--- src/rtl/ysyx_22051468_issue_ctrl_pkg.sv ---
// rtl/ysyx_22051468_issue_ctrl_pkg.sv - shared INST_TYPE constants for the issue controller
package ysyx_22051468_issue_ctrl_pkg;

  localparam int GPR_NUM = 32;
  localparam int GPR_AW  = 5;

  localparam logic [0:0] ST_RUN     = 1'b0;
  localparam logic [0:0] ST_MD_WAIT = 1'b1;

endpackage

--- src/rtl/ysyx_22051468_issue_ctrl_scoreboard.sv ---
// rtl/ysyx_22051468_issue_ctrl_scoreboard.sv - GPR pending-write scoreboard with hazard lookup
// Optional macro YSYX_22051468_ISSUE_BYPASS_EN: lookup sees the same-cycle retire clear.
module ysyx_22051468_Scoreboard
  import ysyx_22051468_issue_ctrl_pkg::*;
(
  input  logic              clk,
  input  logic              rst_n,
  input  logic              set_en,
  input  logic [GPR_AW-1:0] set_addr,
  input  logic              clr_en,
  input  logic [GPR_AW-1:0] clr_addr,
  input  logic [GPR_AW-1:0] rs1_addr,
  input  logic [GPR_AW-1:0] rs2_addr,
  input  logic [GPR_AW-1:0] rd_addr,
  input  logic              rs1_need,
  input  logic              rs2_need,
  input  logic              rd_need,
  output logic              hazard
);

  logic [GPR_NUM-1:0] pend;
  logic [GPR_NUM-1:0] pend_nxt;
  logic [GPR_NUM-1:0] pend_view;
  logic [GPR_NUM-1:0] set_mask;
  logic [GPR_NUM-1:0] clr_mask;

  always_comb begin
    set_mask = '0;
    clr_mask = '0;
    if (set_en) set_mask[set_addr] = 1'b1;
    if (clr_en) clr_mask[clr_addr] = 1'b1;
    // set is applied after clear so a same-register collision leaves the bit set; x0 never pends
    pend_nxt = ((pend & ~clr_mask) | set_mask) & {{(GPR_NUM-1){1'b1}}, 1'b0};
`ifdef YSYX_22051468_ISSUE_BYPASS_EN
    pend_view = pend & ~clr_mask;
`else
    pend_view = pend;
`endif
    hazard = (rs1_need & pend_view[rs1_addr]) |
             (rs2_need & pend_view[rs2_addr]) |
             (rd_need  & pend_view[rd_addr]);
  end

  always_ff @(posedge clk) begin
    if (!rst_n) pend <= '0;
    else        pend <= pend_nxt;
  end

endmodule

--- src/rtl/ysyx_22051468_issue_ctrl.sv ---
// rtl/ysyx_22051468_issue_ctrl.sv - in-order issue control: scoreboard, MD wait FSM, stall counter
// Optional macro YSYX_22051468_ISSUE_BYPASS_EN: retire and md_done forward into the same-cycle issue decision.
module ysyx_22051468_issue_ctrl
  import ysyx_22051468_issue_ctrl_pkg::*;
#(
  parameter int STALL_CNT_W = 32
) (
  input  logic                   clk,
  input  logic                   rst_n,
  input  logic                   id_valid_i,
  output logic                   id_ready_o,
  input  logic [GPR_AW-1:0]      rs1_addr_i,
  input  logic [GPR_AW-1:0]      rs2_addr_i,
  input  logic [GPR_AW-1:0]      rd_addr_i,
  input  logic                   rs1_need_i,
  input  logic                   rs2_need_i,
  input  logic                   rd_need_i,
  input  logic                   is_mul_i,
  input  logic                   is_div_i,
  input  logic                   is_rem_i,
  output logic                   ex_valid_o,
  input  logic                   ex_ready_i,
  input  logic                   wb_valid_i,
  input  logic [GPR_AW-1:0]      wb_rd_addr_i,
  input  logic                   md_done_i,
  input  logic                   flush_i,
  output logic [STALL_CNT_W-1:0] stall_cnt_o,
  output logic                   busy_o
);

  logic [0:0] state;
  logic [0:0] state_nxt;
  logic       hazard;
  logic       md_ok;
  logic       issue;
  logic       is_md;
  logic       set_en;
  logic       clr_en;

  ysyx_22051468_Scoreboard u_sb (
    .clk      (clk),
    .rst_n    (rst_n),
    .set_en   (set_en),
    .set_addr (rd_addr_i),
    .clr_en   (clr_en),
    .clr_addr (wb_rd_addr_i),
    .rs1_addr (rs1_addr_i),
    .rs2_addr (rs2_addr_i),
    .rd_addr  (rd_addr_i),
    .rs1_need (rs1_need_i),
    .rs2_need (rs2_need_i),
    .rd_need  (rd_need_i),
    .hazard   (hazard)
  );

  always_comb begin
`ifdef YSYX_22051468_ISSUE_BYPASS_EN
    md_ok = (state == ST_RUN) | ((state == ST_MD_WAIT) & md_done_i);
`else
    md_ok = (state == ST_RUN);
`endif
    is_md  = is_mul_i | is_div_i | is_rem_i;
    issue  = id_valid_i & ex_ready_i & ~hazard & ~flush_i & md_ok;
    set_en = issue & rd_need_i & (rd_addr_i != '0);
    clr_en = wb_valid_i & (wb_rd_addr_i != '0);

    // a new MD op issued in the completion cycle must re-enter the wait
    state_nxt = state;
    if ((state == ST_MD_WAIT) && md_done_i) state_nxt = ST_RUN;
    if (issue && is_md)                     state_nxt = ST_MD_WAIT;
  end

  assign ex_valid_o = issue;
  assign id_ready_o = issue | (id_valid_i & flush_i);
  assign busy_o     = (state == ST_MD_WAIT);

  always_ff @(posedge clk) begin
    if (!rst_n) begin
      state       <= ST_RUN;
      stall_cnt_o <= '0;
    end else begin
      state <= state_nxt;
      if (id_valid_i && !issue && !flush_i && !(&stall_cnt_o))
        stall_cnt_o <= stall_cnt_o + {{(STALL_CNT_W-1){1'b0}}, 1'b1};
    end
  end

endmodule

--- config.mk ---
export PLATFORM = sky130hd
export DESIGN_NAME = ysyx_22051468_issue_ctrl
export DESIGN_NICKNAME = d
export VERILOG_FILES = /design/src/rtl/ysyx_22051468_issue_ctrl_pkg.sv /design/src/rtl/ysyx_22051468_issue_ctrl_scoreboard.sv /design/src/rtl/ysyx_22051468_issue_ctrl.sv
export SDC_FILE = /design/constraint.sdc
export NUM_CORES = 1
export LEC_CHECK = 0
export ABC_AREA = 1
export BUFFER_PORTS_ARGS = -buffer_cell sky130_fd_sc_hd__clkbuf_2
export CORE_ASPECT_RATIO = 0.5
export CORE_MARGIN = 2
export CORE_UTILIZATION = 40
export CTS_CLUSTER_DIAMETER = 50
export DETAILED_ROUTE_END_ITERATION = 6
export SYNTH_ARGS = -nofsm -noshare
export SYNTH_HDL_FRONTEND = slang
export SYNTH_SLANG_ARGS = --single-unit
--- constraint.sdc ---
create_clock -name clk -period 5.7 [get_ports clk]
set_input_delay 0 -clock clk [delete_from_list [all_inputs] [get_ports clk]]
set_output_delay 0 -clock clk [all_outputs]
set_load 0.05 [all_outputs]
==> impl_metrics.yaml <==
grt:
  grt_pass1_vias: 4462
  grt_pass1_wl_mm: 22.3
  grt_overflow: 0
  grt_usage_pct: 23.1
  grt_antenna_before_repair: 0
  grt_max_degree: 47
clocking:
  cts_resized: 0
  clk_path_buf_depth: 2
  cts.clk_slew.worst_paths_ns: 0.05
  cts_tree: "done"
  htreeDepth: 3
  cts_buffers: 9
  clock_latency_ns: 0.33
  cts.sinks: 64
  cts-root-buf: "clkbuf_16"
logic_synthesis:
  synth.most_common_cell: "nand2_1"
  synthFlopType: "dfxtp_1"
  synth-seq-cells: 64
  yosysTopAreaCellShare_pct: 28.3
  yosysSeqAreaShare_pct: 28.3
  syn-num-nets: 794
  postSynthCellCount: 760
  synthTopCellsByCount: "nand2_1 (206), nand3_1 (113), inv_1 (92), nor2_1 (66), dfxtp_1 (64)"
  synthAdderAreaFrac_pct: 0.276
  synth_compound_area_share_pct: 12.3
  avgSynthCellArea_sq_um: 5.96
  syn_area_sq_mm: 0.00453
  synth_edf_count: 0
  synthSimpleGateAreaFrac_pct: 44.2
  synthXorXnorAreaFrac_pct: 1.93
  yosysUniqueCellTypes: 33
  yosys-mux-area-fraction_pct: 0
  yosys.area.top_type: "dfxtp_1"
  yosys-top-cells-area: "dfxtp_1 (28%), nand2_1 (17%), nand3_1 (12%)"
  async_reset_ff_share_pct: 0
  yosys_warnings: 0
  synth_top_family_by_area: "simple AND/OR/NAND/NOR gates"
sta:
  drv_slew: 0
  finalHoldViolations: 0
  tightestPinTransition_ns: 0.891
  rsz0062_at_grt: "no"
  setup_viol: 0
  relSlewSlack_pct: 40.5
  finalClockSkew_ns: 0.00667
  fin_crit_sh_pct: 55.1
  max_clock_freq_mhz: 318
  min_period_ns: 3.14
  fin_ws_ns: 2.56
  whs_ns: 0.00715
  timing.setup.tns_ns: 0
detailed_routing:
  routed_via_density: 5.25
  firstDrtPassIters: 5
  detail-route-antenna-nets: 0
  first_iter_violations: 421
  num_vias: 5032
  drc_errors: 0
  wl_mm: 13.8
  routedWlPerCell_um: 14.4
worst_setup_path:
  startpoint_type: "register"
  crit_fanout: 39
  crit_path_end_kind: "register"
  path_cells: "or2_2 -> nand3_1 -> nand3_1 -> nand3_1 -> nand3_1 -> nand3_1 -> nand3_2 -> nor2_4 -> nand3_1 -> a21oi_1"
  cpMaxStageDelayCell: "nor2_4"
  critPathArrivalTime_ns: 3.39
  cp_slowest_stage_delay_ns: 0.87
  cp_data_required_time_ns: 5.94
  crit_type: "reg -> reg"
  cpMostUsedCell: "nand3_1"
power:
  power.density_mw_per_mm2: 215
  ir_worst_vdd_mv: 0.135
  p_leak_nw: 2.22
  power_mw: 1.11
floorplanning:
  ios: 68
  initial_utilization_pct: 41.1
  rows: 27
  coreArea_sq_mm: 0.0110
  die_w_um: 154
  die_height_um: 79.2
  die_area_sq_mm: 0.0122
place:
  io_buffers: 67
  place_congestion: 0.942
  dpl.hpwl_mm: 9.72
  dp_slack_ns: 2.39
  place_inst: 942
  postPlaceCellArea_sq_mm: 0.00483
finish:
  num_antenna_cells: 0
  post-route-util_pct: 46.6
  stdcell_count: 958
  syn_to_final_growth_pct: 13.3
  drive_gt1_share_pct: 13.0
  fin_area_sq_mm: 0.00513
  nets: 843
outcome:
  outcome: "completed"
hold_path:
  hold_path.class: "in -> reg"
job:
  maxCapViolations: 0
==> kinds of logic (layout without fill, tap and decap cells) <==
| family | after synthesis | in the layout |
|---|---|---|
| AND/OR/NAND/NOR | 449 | 449 |
| buffers and inverters | 129 | 182 |
| adder cells (fa/ha/maj) | 1 | 1 |
| XOR/XNOR | 10 | 10 |
| flip-flops | 64 | 64 |
| AO/OA/AOI/OAI | 107 | 107 |
==> metal layers <==
layer  up-vias  global-route usage [%]  share of wire (%)
li1       2581                       -                  -
met1      2283                    29.8                 47
met2       147                    38.4                 45
met3        21                    4.42                5.9
met4         0                    9.07                1.9
met5         -                       0                  0
==> repair_timing <==
action,4_1_cts,5_1_grt
endpoints found under the hold margin,1,0
setup buffers,0,0
hold buffers,1,0
==> flip-flops by register name, summed over array words and instances (netlist names) <==
| name | flops |
|---|---|
| stall_cnt_o | 32 |
| busy_o | 1 |
| u_sb.pend | 31 |
==> report_power, final <==
group / internal (mW) / switching (mW)
combinational: 0.0276 / 0.0828
sequential: 0.449 / 0.00150
clock: 0.345 / 0.199
==> layout make-up <==
| type | instances | area, sq um |
|---|---|---|
| sequential | 64 | 1280 |
| tap | 145 | 181 |
| clock inverter | 4 | 45.0 |
| fill | 1195 | 5880 |
| timing repair buffer | 69 | 353 |
| inverter | 98 | 368 |
| multi-input combinational | 567 | 2660 |
| clock buffer | 11 | 243 |
==> cells in the final DEF, fill, tap and decap left out, drive strengths merged <==
cell type / netlist / routed
and3: 1 / 1
a31oi: 2 / 2
dfxtp: 64 / 64
bufinv: 0 / 1
nand2: 206 / 206
buf: 21 / 1
o211ai: 3 / 3
a21oi: 47 / 47
xnor2: 1 / 1
inv: 98 / 98
clkinv: 0 / 3
clkbuf: 10 / 78
nor3: 22 / 22
nor3b: 1 / 1
nor2: 70 / 70
o21ai: 54 / 54
nand4: 22 / 22
nand3b: 1 / 1
nor4: 3 / 3
ha: 1 / 1
or2: 4 / 4
dlygate4sd3: 0 / 1
xor2: 9 / 9
nand3: 119 / 119
o31ai: 1 / 1
==> final timing paths <==
check / from / slack (ns) / endpoint / cells past startpoint
hold / removal: is_rem_i / 0.007 / busy_o / 3
setup / recovery: u_sb.pend[2] / 2.56 / u_sb.pend[27] / 10
hold reg to reg: stall_cnt_o[1] / 0.50 / stall_cnt_o[1] / 2
setup reg to reg: u_sb.pend[2] / 2.56 / u_sb.pend[27] / 10
==> worst max-delay path: cells and delay by family (launching register included) <==
family | cells | cell delay [ns]
flip-flops | 1 | 0.34
AO/OA/AOI/OAI | 1 | 0.18
AND/OR/NAND/NOR | 9 | 2.52
No activity file was read; power rests on OpenSTA's default activity.
